==> config.mk <==
export PLATFORM = sky130hd
export DESIGN_NAME = mem_ctl_multipage_flat
export DESIGN_NICKNAME = d
export VERILOG_FILES = /design/src/rtl/mem_ctl_multipage_if.sv /design/src/rtl/mem_ctl_multipage.sv /design/src/flat_wrapper.sv
export SDC_FILE = /design/constraint.sdc
export NUM_CORES = 1
export LEC_CHECK = 0
export ABC_AREA = 1
export ABC_CLOCK_PERIOD_IN_PS = 2550
export CORE_UTILIZATION = 45
export DETAILED_ROUTE_END_ITERATION = 6
export MAX_ROUTING_LAYER = met4
export PLACE_DENSITY_LB_ADDON = 0.2
export SLEW_MARGIN = 20
export SYNTH_ARGS = -nofsm -noshare
export SYNTH_HDL_FRONTEND = slang
export SYNTH_SLANG_ARGS = --single-unit
==> constraint.sdc <==
create_clock -name clk -period 2.55 [get_ports clk]
set_input_delay 0.255 -clock clk [delete_from_list [all_inputs] [get_ports clk]]
set_output_delay 0.255 -clock clk [all_outputs]
set_load 0.05 [all_outputs]
==> src/rtl/mem_ctl_multipage_if.sv <==
// Bus and memory-side signals of the multi-page memory controller.
// slave = controller view, master = bus master plus memory view.
interface mem_ctl_multipage_if #(
   parameter int ADDR_W = 16,
   parameter int MEM_AW = 13
);
   logic              AddrValid;
   logic              rw;
   logic [ADDR_W-1:0] AddrData_in;
   logic [ADDR_W-1:0] AddrData_out;
   logic              AddrData_oe;
   logic              busy;
   logic              proto_err;
   logic [MEM_AW-1:0] mem_addr;
   logic [ADDR_W-1:0] mem_wdata;
   logic              mem_we;
   logic              mem_re;
   logic [ADDR_W-1:0] mem_rdata;

   modport slave (
      input  AddrValid, rw, AddrData_in, mem_rdata,
      output AddrData_out, AddrData_oe, busy, proto_err,
             mem_addr, mem_wdata, mem_we, mem_re
   );

   modport master (
      output AddrValid, rw, AddrData_in, mem_rdata,
      input  AddrData_out, AddrData_oe, busy, proto_err,
             mem_addr, mem_wdata, mem_we, mem_re
   );
endinterface

==> src/rtl/mem_ctl_multipage.sv <==
// Multi-page bus slave: decodes NUM_PAGES pages from BASE_PAGE and runs fixed bursts on a sync memory.
// Latency: write word lands 1 cycle after it is driven, read data 2+WAIT_STATES cycles after address; no backpressure, AddrValid while busy is dropped and flagged.
module mem_ctl_multipage #(
   parameter int ADDR_W      = 16,
   parameter int PAGE_BITS   = 4,
   parameter int BASE_PAGE   = 'h2,
   parameter int NUM_PAGES   = 2,
   parameter int BURST_LEN   = 4,
   parameter int WAIT_STATES = 0,
   parameter int WRAP        = 1
) (
   input  logic clk,
   input  logic resetL,
   mem_ctl_multipage_if.slave bus
);
   localparam int PB     = $clog2(NUM_PAGES);
   localparam int MEM_AW = PB + ADDR_W - PAGE_BITS;
   localparam int LB     = $clog2(BURST_LEN);
   localparam int CW     = LB + 1;
   localparam logic [PAGE_BITS:0] PG_LO = (PAGE_BITS+1)'(BASE_PAGE);
   localparam logic [PAGE_BITS:0] PG_HI = (PAGE_BITS+1)'(BASE_PAGE + NUM_PAGES);

   typedef enum logic [1:0] {IDLE, RD_WAIT, RD, WR} state_t;

   state_t              state_q, state_d;
   logic [CW-1:0]       cnt_q, cnt_d;
   logic [2:0]          wcnt_q, wcnt_d;
   logic [MEM_AW-1:0]   start_q, start_d;
   logic                mem_we_q, mem_re_q, oe_q, perr_q;
   logic [MEM_AW-1:0]   mem_addr_q;
   logic [ADDR_W-1:0]   mem_wdata_q;

   logic                issue_we, issue_re;
   logic [CW-1:0]       beat;
   logic [MEM_AW-1:0]   base, beat_addr, in_off;
   logic [PAGE_BITS-1:0] page;
   logic                hit;

   assign page   = bus.AddrData_in[ADDR_W-1 -: PAGE_BITS];
   assign hit    = ({1'b0, page} >= PG_LO) && ({1'b0, page} < PG_HI);
   // Relative page number in the top bits keeps consecutive pages contiguous in memory.
   assign in_off = MEM_AW'({page - PAGE_BITS'(BASE_PAGE), bus.AddrData_in[ADDR_W-PAGE_BITS-1:0]});

   always_comb begin
      state_d  = state_q;
      cnt_d    = cnt_q;
      wcnt_d   = wcnt_q;
      start_d  = start_q;
      issue_we = 1'b0;
      issue_re = 1'b0;
      beat     = cnt_q;
      base     = start_q;
      case (state_q)
         IDLE: begin
            if (bus.AddrValid && hit) begin
               start_d = in_off;
               cnt_d   = '0;
               wcnt_d  = '0;
               if (!bus.rw) begin
                  state_d = WR;
               end else if (WAIT_STATES == 0) begin
                  // No wait states: first read goes out straight from the address phase.
                  issue_re = 1'b1;
                  base     = in_off;
                  beat     = '0;
                  cnt_d    = CW'(1);
                  state_d  = RD;
               end else begin
                  state_d = RD_WAIT;
               end
            end
         end
         RD_WAIT: begin
            wcnt_d = wcnt_q + 3'd1;
            if (wcnt_q == 3'(WAIT_STATES - 1)) begin
               issue_re = 1'b1;
               beat     = '0;
               cnt_d    = CW'(1);
               state_d  = RD;
            end
         end
         RD: begin
            // Extra cycle after the last issue covers the final word still in flight.
            if (cnt_q < CW'(BURST_LEN)) begin
               issue_re = 1'b1;
               cnt_d    = cnt_q + 1'b1;
            end else begin
               state_d = IDLE;
            end
         end
         WR: begin
            issue_we = 1'b1;
            cnt_d    = cnt_q + 1'b1;
            if (cnt_q == CW'(BURST_LEN - 1)) state_d = IDLE;
         end
         default: state_d = IDLE;
      endcase

      if (WRAP != 0) beat_addr = {base[MEM_AW-1:LB], base[LB-1:0] + beat[LB-1:0]};
      else           beat_addr = base + MEM_AW'(beat);
   end

   always_ff @(posedge clk or negedge resetL) begin
      if (!resetL) begin
         state_q     <= IDLE;
         cnt_q       <= '0;
         wcnt_q      <= '0;
         start_q     <= '0;
         mem_we_q    <= 1'b0;
         mem_re_q    <= 1'b0;
         oe_q        <= 1'b0;
         perr_q      <= 1'b0;
         mem_addr_q  <= '0;
         mem_wdata_q <= '0;
      end else begin
         state_q  <= state_d;
         cnt_q    <= cnt_d;
         wcnt_q   <= wcnt_d;
         start_q  <= start_d;
         mem_we_q <= issue_we;
         mem_re_q <= issue_re;
         oe_q     <= mem_re_q;
         perr_q   <= bus.AddrValid && (state_q != IDLE);
         if (issue_we || issue_re) mem_addr_q <= beat_addr;
         if (issue_we) mem_wdata_q <= bus.AddrData_in;
      end
   end

   assign bus.busy         = (state_q != IDLE);
   assign bus.proto_err    = perr_q;
   assign bus.AddrData_oe  = oe_q;
   assign bus.AddrData_out = oe_q ? bus.mem_rdata : '0;
   assign bus.mem_we       = mem_we_q;
   assign bus.mem_re       = mem_re_q;
   assign bus.mem_addr     = mem_addr_q;
   assign bus.mem_wdata    = mem_wdata_q;
endmodule
==> src/flat_wrapper.sv <==
// flat-port wrapper written by rule: the top's interface ports become plain ports
module mem_ctl_multipage_flat 
#(
   parameter int ADDR_W      = 16,
   parameter int PAGE_BITS   = 4,
   parameter int BASE_PAGE   = 'h2,
   parameter int NUM_PAGES   = 2,
   parameter int BURST_LEN   = 4,
   parameter int WAIT_STATES = 0,
   parameter int WRAP        = 1
)
  (clk, resetL, bus_AddrValid, bus_rw, bus_AddrData_in, bus_mem_rdata, bus_AddrData_out, bus_AddrData_oe, bus_busy, bus_proto_err, bus_mem_addr, bus_mem_wdata, bus_mem_we, bus_mem_re);
  mem_ctl_multipage_if #(.ADDR_W(ADDR_W)) bus_i ();
  input  logic clk;
  input  logic resetL;
  input wire logic [$bits(bus_i.AddrValid)-1:0] bus_AddrValid;
  input wire logic [$bits(bus_i.rw)-1:0] bus_rw;
  input wire logic [$bits(bus_i.AddrData_in)-1:0] bus_AddrData_in;
  input wire logic [$bits(bus_i.mem_rdata)-1:0] bus_mem_rdata;
  output wire logic [$bits(bus_i.AddrData_out)-1:0] bus_AddrData_out;
  output wire logic [$bits(bus_i.AddrData_oe)-1:0] bus_AddrData_oe;
  output wire logic [$bits(bus_i.busy)-1:0] bus_busy;
  output wire logic [$bits(bus_i.proto_err)-1:0] bus_proto_err;
  output wire logic [$bits(bus_i.mem_addr)-1:0] bus_mem_addr;
  output wire logic [$bits(bus_i.mem_wdata)-1:0] bus_mem_wdata;
  output wire logic [$bits(bus_i.mem_we)-1:0] bus_mem_we;
  output wire logic [$bits(bus_i.mem_re)-1:0] bus_mem_re;
  assign bus_i.AddrValid = bus_AddrValid;
  assign bus_i.rw = bus_rw;
  assign bus_i.AddrData_in = bus_AddrData_in;
  assign bus_i.mem_rdata = bus_mem_rdata;
  assign bus_AddrData_out = bus_i.AddrData_out;
  assign bus_AddrData_oe = bus_i.AddrData_oe;
  assign bus_busy = bus_i.busy;
  assign bus_proto_err = bus_i.proto_err;
  assign bus_mem_addr = bus_i.mem_addr;
  assign bus_mem_wdata = bus_i.mem_wdata;
  assign bus_mem_we = bus_i.mem_we;
  assign bus_mem_re = bus_i.mem_re;
  mem_ctl_multipage #(.ADDR_W(ADDR_W), .PAGE_BITS(PAGE_BITS), .BASE_PAGE(BASE_PAGE), .NUM_PAGES(NUM_PAGES), .BURST_LEN(BURST_LEN), .WAIT_STATES(WAIT_STATES), .WRAP(WRAP)) u_core (.clk(clk), .resetL(resetL), .bus(bus_i));
endmodule
## After elaboration in Yosys (flattened, before gate mapping)

Index checks and enable logic that the tools add are counted.

- Register bits after elaboration: 54
- Input port bits: 36
- Logic and storage cells: 65

- Add/subtract/negate cells: 4
- Order comparisons: 3
- Equality and inequality tests: 10
- Muxes and demuxes: 27
- Reduce and logical (&&, ||, !) cells: 11

Operators by type and width:

| operator | number |
|---|---|
| 2-to-1 mux 13 bit | 3 |
| 2-to-1 mux 16 bit | 1 |
| 2-to-1 mux 2 bit | 7 |
| 2-to-1 mux 3 bit | 4 |
| one-hot mux 3 bit (4 select lines) | 1 |
| != test 2 x 1 -> 1 bit, second input constant | 4 |
| one-hot mux 2 bit (4 select lines) | 1 |
| 2-to-1 mux 1 bit | 7 |
| adder 3 x 1 -> 3 bit, second input constant | 2 |
| one-hot mux 3 bit (2 select lines) | 1 |
| equality test 2 bit, second input constant | 2 |
| >= comparator 4 x 2 -> 1 bit, second input constant | 1 |
| < comparator 4 x 3 -> 1 bit, second input constant | 1 |
| one-hot mux 2 bit (2 select lines) | 1 |
| AND reduction 2 bit | 2 |
| AND reduction 4 bit | 1 |
| nonzero test 2 bit | 2 |
| equality test 3 x 2 -> 1 bit, second input constant | 1 |
| equality test 3 bit, second input constant | 1 |
| logical AND 1 bit | 3 |
| < comparator 3 bit, second input constant | 1 |
| one-hot mux 1 bit (3 select lines) | 1 |
| AND reduction 3 bit | 1 |
| adder 2 bit | 1 |
| other kinds (5) | 5 |

## Logic depth before layout (Yosys ltp)

Gate-level depths: netlist (run 1).

- Word-level depth: 6
- Gate-level depth with buffers: 15
- Gate-level depth less buffers: 14

## Worst setup path before layout (run 1)

No wires, ideal clock.

- Kind: register -> register
- Start: register u_core.state_q[0]
- End: register u_core.mem_addr_q[1] (netlist: u_core.bus.mem_addr[1])
- Setup time: 118 ps
- Arrival time: 1798 ps
- Setup slack: 634 ps
- Stages on the path, launching flop included: 16
- Path buffers: 2
- Period minus slack after synthesis: 1916 ps
- Cell sequence: dfrtp_1 buf_6 nor2_4 inv_4 nor2_8 nand2_4 buf_2 nand2_1 o21ai_0 ha_1 inv_1 nand3_1 nand2_1 nand2_1 nand3_1 nand2_1

- Word-level cells in the longest chain between the ends: 3

RTL lines:

| element | RTL line | text |
|---|---|---|
| from (decl) | mem_ctl_multipage.sv:25 | `state_t state_q, state_d;` |
| from (signal assigned) | mem_ctl_multipage.sv:116 | `state_q <= state_d;` |
| equality test 2 x 1 -> 1 bit (tied with other cells) | mem_ctl_multipage.sv:53 | `case (state_q)` |
| one-hot mux 2 bit (2 select lines) (tied with other cells) | mem_ctl_multipage.sv:53 |  |
| adder 2 bit / logical OR 1 bit (equally long branches) | mem_ctl_multipage.sv:99, mem_ctl_multipage.sv:124 |  |
| to (signal assigned) | mem_ctl_multipage.sv:124 | `if (issue_we \|\| issue_re) mem_addr_q <= beat_addr;` |
| to (decl) | mem_ctl_multipage.sv:30 | `logic [MEM_AW-1:0] mem_addr_q;` |

Several ways; a longest one is shown, not always the timed one.
A chain may end at the register's enable or synchronous reset.

## Final worst setup path (run 1)

- Start: register u_core.oe_q (netlist: u_core.bus.AddrData_oe)
- End: output port bus_AddrData_out[14]

- Word-level cells in the longest chain between the ends: 1

RTL lines:

| element | RTL line | text |
|---|---|---|
| from (decl) | mem_ctl_multipage.sv:29 | `logic mem_we_q, mem_re_q, oe_q, perr_q;` |
| from (signal assigned) | mem_ctl_multipage.sv:122 | `oe_q <= mem_re_q;` |
| 2-to-1 mux 16 bit | mem_ctl_multipage.sv:132 | `assign bus.AddrData_out = oe_q ? bus.mem_rdata : '0;` |
| to (decl) | flat_wrapper.sv:20 | `output wire logic [$bits(bus_i.AddrData_out)-1:0] bus_AddrData_out;` |

No other way between the ends.

==> metrics.log, run 1 <==
[metrics] Yosys warnings: 0
[metrics] number of optimization iterations in the first detailed-route pass: 4
[metrics] run status: complete, no violations
[metrics] post-synthesis compound-gate area fraction: 0.152
[metrics] worst hold slack: 0.0607 ns
[metrics] die span in x: 77.2 µm
[metrics] maximum capacitance violations: 0
[metrics] proportion of synthesized area in mux cells: 0
[metrics] classification of the worst-slack hold path: in2async
[metrics] endpoints failing hold: 0
[metrics] prevailing post-synth register cell: dfrtp_1
[metrics] launching instance or port of the critical path: u_core.bus.AddrData_oe
[metrics] Synth area leader: dfrtp_1
[metrics] clock sink count: 54
[metrics] crit path launch type: register
[metrics] number of CTS-inserted buffers: 5
[metrics] Floorplan Core Area: 5470 µm²
[metrics] number of cell rows: 27
[metrics] via count normalized by instance count: 4.82
[metrics] XOR/XNOR Fraction of Synth Area: 0
[metrics] area of all sequential standard cells: 1350 µm²
[metrics] total I/O pin count: 86
[metrics] total count of max-transition violations in the final report: 0
[metrics] clk_skew: 0.00497 ns
[metrics] Vert. Die Dim: 77.2 µm
[metrics] data required time at the worst endpoint: 2.30 ns
[metrics] antenna diode count: 0
[metrics] CP Class: reg2out
[metrics] filler instances: 481
[metrics] EDFF count, synth: 0
[metrics] RSZ-0062 raised after global routing: false
[metrics] area added between synthesis and finish: 38.4%
[metrics] root buffer cell: clkbuf_8
[metrics] async set or reset register ratio after synthesis: 1.00
[metrics] first-pass GRT wire length: 9.67 mm
[metrics] minimum clock period: 2.20 ns
[metrics] combined global-route utilization of all metal layers: 0.213
[metrics] CTS HTree Levels: 2
[metrics] final total power: 0.00478 W
[metrics] area fraction of the dominant cell type after synthesis: 0.531
[metrics] Pleak: 1.78 nW
[metrics] Vias: 2,169
[metrics] number of instances resized during post-cts repair: 0
[metrics] Final TNS setup: 0 ns
[metrics] detailed-route DRC error count: 0
[metrics] CTS tree: yes
[metrics] number of setup violations in the final report: 0
[metrics] PwrDens: 1360 nW/µm²
[metrics] capturing instance or port of the critical path: bus_AddrData_out[14]
[metrics] capture point of the worst reg-to-reg path: u_core.bus.mem_addr[1]
[metrics] overflow left after global routing: 0
[metrics] Tightest Pin Transition: 0.678 ns
[metrics] worst-path fanout max: 17
[metrics] total of flip-flops plus latches after synthesis: 54
[metrics] routed length per placed instance: 12.5 µm
[metrics] most common cell in the netlist: nand2_1
[metrics] synth cell count leaders: nand2_1, dfrtp_1, inv_1
[metrics] placed wire-length estimate: 4.05 mm
[metrics] Die ar.: 5960 µm²
[metrics] post-synthesis net count: 336
[metrics] CTS hold repair buffers: 0
[metrics] Post-Synth Adder-Cell Area: 0.0246
[metrics] share of cells above drive strength 1: 0.0714
[metrics] largest net degree at the start of global routing: 55
[metrics] Starting DRT DRC Count: 179
[metrics] clock latency at the later pin of the worst-skew pair: 0.31 ns
[metrics] post-route non-filler standard cell count: 450
[metrics] area of the mapped netlist: 2540 µm²
[metrics] setup slack of the most critical reg-to-reg path: 0.63 ns
[metrics] start of the worst register-to-register path: u_core.state_q[0]
[metrics] Reg2Reg Depth: 13
[metrics] Initial Util: 0.465
[metrics] Netlist cell types: 25
[metrics] IO Port Bufs: 85
[metrics] maximum clock rate: 454 MHz
[metrics] Clock Path Buffers: 2
[metrics] max_slew headroom: 0.548
[metrics] ratio of final minimum period to clock period: 0.864
[metrics] top cells by area in the synthesized netlist: dfrtp_1, nand2_1, o21ai_0, inv_1, o31ai_2
[metrics] arrival time of the worst setup path: 1.95 ns
[metrics] main combinational cell family by area after synthesis: simple AND/OR/NAND/NOR gates
[metrics] mean area per synthesized cell: 8.62 µm²
[metrics] antenna violations before repair: 0
[metrics] number of setup buffers added after CTS: 0
[metrics] critical path endpoint category: output pin
[metrics] nets: 418
[metrics] gate count after technology mapping: 295
[metrics] portion of the post-synthesis area used by sequential elements: 0.531
[metrics] IR drop worst, VDD: 0.734 mV
[metrics] routability congestion estimate from global placement: 0.856
[metrics] aggregate routed wire length: 5.60 mm
[metrics] count of placed standard cells including taps: 442
[metrics] Worst-path clk slew: 0.09 ns
[metrics] combined area of the multi-input logic cells: 945 µm²
[metrics] post-route ant nets: 0
[metrics] via count of the first global-routing pass: 2,026
[metrics] post-synthesis simple-gate area fraction: 0.195
registers in the layout, summed over array words and instances, names as in the netlist:
register and cells:
u_core.bus.AddrData_oe 1, u_core.bus.mem_we 1, u_core.state_q 2, u_core.wcnt_q 3, u_core.bus.mem_addr 13, u_core.cnt_q 3
u_core.start_q 13, u_core.bus.mem_re 1, u_core.bus.proto_err 1, u_core.bus.mem_wdata 16
how the worst min path moves through the flow:
stage / from / to / slack [ns] / cells after the start
6_report: resetL / u_core.bus.mem_addr[8] / 0.06 / 2
4_1_cts: resetL / u_core.bus.mem_wdata[11] / 0.08 / 2
3_5_place_dp: u_core.bus.mem_re / u_core.bus.AddrData_oe / 0.36 / 0
3_3_place_gp: u_core.bus.mem_re / u_core.bus.AddrData_oe / 0.36 / 0
2_1_floorplan: resetL / u_core.bus.AddrData_oe / -0.04 / 0
5_1_grt: resetL / u_core.bus.mem_addr[8] / 0.12 / 2
per-layer routing:
layer  part of all wire  vias to the layer above  track usage
li1                   -                     1093            -
met1               0.48                      999        0.280
met2               0.44                       72        0.317
met3              0.073                        5       0.0667
met4             0.0059                        0       0.0566
met5                  0                        -            -
power breakdown:
group	total, W	switching, W	internal (W)	leakage [nW]
sequential	0.00151	0.000270	0.00124	0.678
combinational	0.00279	0.00186	0.000933	1.06
clock	0.000470	0.000276	0.000194	0.0452
area by class of cell:
type | instances | area share
clock buffer | 6 | 0.0206
clock inverter | 2 | 0.00391
inverter | 45 | 0.0487
multi-input combinational | 182 | 0.268
sequential | 54 | 0.384
tap | 72 | 0.0256
timing repair buffer | 89 | 0.249
placed cells by master (no fill, tap or decap), drive strengths merged:
cell and n:
o2111ai 1, dfrtp 54, o21a 1, a32o 2, nand2 88, a21oi 11, o31ai 11, a31oi 2
clkinv 2, ha 5, nand3 10, buf 5, nor2 19, clkdlybuf4s50 84, o21ai 32, inv 45
clkbuf 6
cells by family (layout without fill, tap and decap cells):
logic type,count (synthesis),in the layout
buf+inv,59,142
simple gates,117,117
compound gates,60,60
flops,54,54
fa+ha+maj,5,5
critical path, stage by stage (launching register included):
cell and delay [ns]:
dfrtp_1 0.64, nand2_1 0.13, inv_1 0.08, clkdlybuf4s50_1 0.79
through the flow:
| stage | instance area (µm²) | setup WS [ns] | utilization |
|---|---|---|---|
| floorplan | 2540 | 0.634 | - |
| global placement | 3430 | 0.495 | 0.627 |
| detailed placement | 3430 | 0.414 | 0.627 |
| CTS | 3520 | 0.336 | 0.643 |
| global route | 3520 | 0.189 | 0.643 |
| finish | 3520 | 0.347 | 0.643 |
No activity file was read; power rests on OpenSTA's default activity.
==> run 2: changes to the inputs <==
Settings changed: CORE_ASPECT_RATIO from default to 1.25.
==> metrics.log, run 2 (synthesis gave the netlist of run 1 again) <==
[metrics] post-route ant nets: 0 (unchanged)
[metrics] classification of the worst-slack hold path: in2async
[metrics] PwrDens: 1360 nW/µm² (about the same)
[metrics] total count of max-transition violations in the final report: 0 (unchanged)
[metrics] Die ar.: 5960 µm² (about the same)
[metrics] fraction of met2 tracks used by global routing: 0.338 (+0.0212)
[metrics] IR drop worst, VDD: 0.753 mV (+2.6%)
[metrics] capture point of the worst reg-to-reg path: u_core.bus.mem_addr[1]
[metrics] start of the worst register-to-register path: u_core.state_q[0]
[metrics] worst-path fanout max: 17 (unchanged)
[metrics] number of optimization iterations in the first detailed-route pass: 4 (unchanged)
[metrics] via count of the first global-routing pass: 2,083 (+2.8%)
[metrics] critical path endpoint category: output pin
[metrics] IO Port Bufs: 85 (unchanged)
[metrics] highest-utilization routing layer at the global route stage: met2
[metrics] CP max-delay cell: clkdlybuf4s50_1
[metrics] CTS hold repair buffers: 0 (unchanged)
[metrics] Final TNS setup: 0 ns (unchanged)
[metrics] nets: 418 (unchanged)
[metrics] antenna violations before repair: 0 (unchanged)
[metrics] Vert. Die Dim: 86.1 µm (+11%)
[metrics] root buffer cell: clkbuf_8
[metrics] critical path's largest stage delay: 0.79 ns (about the same)
[metrics] antenna diode count: 0 (unchanged)
[metrics] Clock Path Buffers: 2 (unchanged)
[metrics] minimum clock period: 2.19 ns (-0.0178 ns)
[metrics] number of setup buffers added after CTS: 0 (unchanged)
[metrics] maximum capacitance violations: 0 (unchanged)
[metrics] first-pass GRT wire length: 9.27 mm (-4.1%)
[metrics] clock sink count: 54 (unchanged)
[metrics] Initial Util: 0.467 (+0.00256)
[metrics] number of flip-flops in the largest register: 16 (unchanged)
[metrics] endpoints failing hold: 0 (unchanged)
[metrics] Tightest Pin Transition: 0.657 ns (-0.0209 ns)
[metrics] max_slew headroom: 0.562 (+0.0139)
[metrics] fraction of met3 tracks used by global routing: 0.0576 (-0.00909)
[metrics] capturing instance or port of the critical path: bus_AddrData_out[0]
[metrics] crit path launch type: register
[metrics] data required time at the worst endpoint: 2.30 ns (about the same)
[metrics] arrival time of the worst setup path: 1.93 ns (-0.02 ns)
[metrics] CTS tree: yes
[metrics] clock latency at the later pin of the worst-skew pair: 0.31 ns (about the same)
[metrics] placed wire-length estimate: 4.08 mm (+0.72%)
[metrics] ratio of final minimum period to clock period: 0.857 (-0.00697)
[metrics] Starting DRT DRC Count: 100 (-44%)
[metrics] launching instance or port of the critical path: u_core.bus.AddrData_oe
[metrics] number of setup violations in the final report: 0 (unchanged)
[metrics] Pleak: 1.78 nW (about the same)
[metrics] Vias: 2,157 (-0.55%)
[metrics] largest net degree at the start of global routing: 55 (unchanged)
[metrics] setup slack of the most critical reg-to-reg path: 0.61 ns (-0.02 ns)
[metrics] number of instances resized during post-cts repair: 0 (unchanged)
[metrics] Reg2Reg Depth: 13 (unchanged)
[metrics] combined global-route utilization of all metal layers: 0.201 (-0.0117)
[metrics] Worst-path clk slew: 0.10 ns (about the same)
[metrics] GR met1 Demand/Resource: 0.235 (-0.0456)
[metrics] final total power: 0.00477 W (about the same)
[metrics] via count normalized by instance count: 4.88 (+1.2%)
[metrics] detailed-route DRC error count: 0 (unchanged)
[metrics] clk_skew: 0.00977 ns (+0.00480 ns)
[metrics] routed length per placed instance: 12.4 µm (-0.39%)
[metrics] run status: complete, no violations
[metrics] commonest non-fill, non-tap cells in the layout: nand2_1, clkdlybuf4s50_1, dfrtp_1
[metrics] number of cell rows: 30 (+11%)
[metrics] CP Class: reg2out
[metrics] maximum clock rate: 458 MHz (+0.81%)
[metrics] commonest non-fill, non-tap cell in the layout: nand2_1
[metrics] share of cells above drive strength 1: 0.0741 (+0.00265)
[metrics] die span in x: 69.2 µm (-10%)
[metrics] cell breakdown of the critical path: nand2_1 > inv_1 > clkdlybuf4s50_1
[metrics] number of CTS-inserted buffers: 5 (unchanged)
[metrics] aggregate routed wire length: 5.48 mm (-2.2%)
[metrics] total I/O pin count: 86 (unchanged)
[metrics] CTS HTree Levels: 2 (unchanged)
[metrics] overflow left after global routing: 0 (unchanged)
[metrics] area added between synthesis and finish: 38.3% (about the same)
[metrics] Floorplan Core Area: 5440 µm² (-0.55%)
[metrics] routability congestion estimate from global placement: 0.813 (-5.0%)
[metrics] RSZ-0062 raised after global routing: false
[run 2: cell count changes in the layout (fill, tap and decap cells not counted)]
| cell | previous run | this run |
|---|---|---|
| clkbuf_1 | 1 | 0 |
| clkinv_2 | 1 | 0 |
| clkinvlp_4 | 0 | 1 |
| inv_6 | 0 | 1 |
[run 2: worst min-delay path by stage]
stage	to	slack (ns)	cells after the start
2_1_floorplan	u_core.bus.AddrData_oe	-0.04	0
3_3_place_gp	u_core.bus.AddrData_oe	0.36	0
3_5_place_dp	u_core.bus.AddrData_oe	0.37	0
4_1_cts	u_core.bus.mem_wdata[10]	0.08	2
5_1_grt	u_core.bus.mem_addr[9]	0.12	2
6_report	u_core.bus.mem_addr[6]	0.06	2
[run 2: power by group]
group	internal (W)	total, W	switching [W]
logic	0.000932	0.00279	0.00185
clock network	0.000199	0.000478	0.000279
registers	0.00124	0.00151	0.000267
total	0.00237	0.00477	0.00240
[run 2: area by class of cell]
cell class                 count  area (µm²)
multi-input combinational    182         945
inverter                      45         171
timing repair buffer          89         876
tap                           64        80.1
clock buffer                   5        68.8
clock inverter                 3        25.0
sequential                    54        1350
fill                         468        1930
[run 2: critical path: cells and delay by family, from the launching register on]
family        cells  cell delay [ns]
buf+inv           2             0.87
flops             1             0.64
simple gates      1             0.11
[run 2: routing by layer]
| layer | vias to the layer above | share of wire |
|---|---|---|
| li1 | 1094 | - |
| met1 | 987 | 0.43 |
| met2 | 69 | 0.49 |
| met3 | 7 | 0.066 |
| met4 | 0 | 0.015 |
| met5 | - | 0 |
[run 2: per-stage QoR]
stage	hold WS, ns	area (µm²)	utilization	setup slack (ns)	cells
after detailed placement	0.374	3420	0.629	0.428	434
after global placement	0.358	3420	0.629	0.495	434
after global routing	0.119	3520	0.646	0.196	442
after CTS	0.0827	3520	0.646	0.343	442
after floorplan	-0.0406	2540	-	0.634	295
final	0.0593	3520	0.646	0.365	442
==> run 3: changes to the inputs <==
Settings changed: CTS_CLUSTER_SIZE from default to 16.
==> results of run 3 <==
The final DEF is identical to that of run 2; final timing and power are the same.
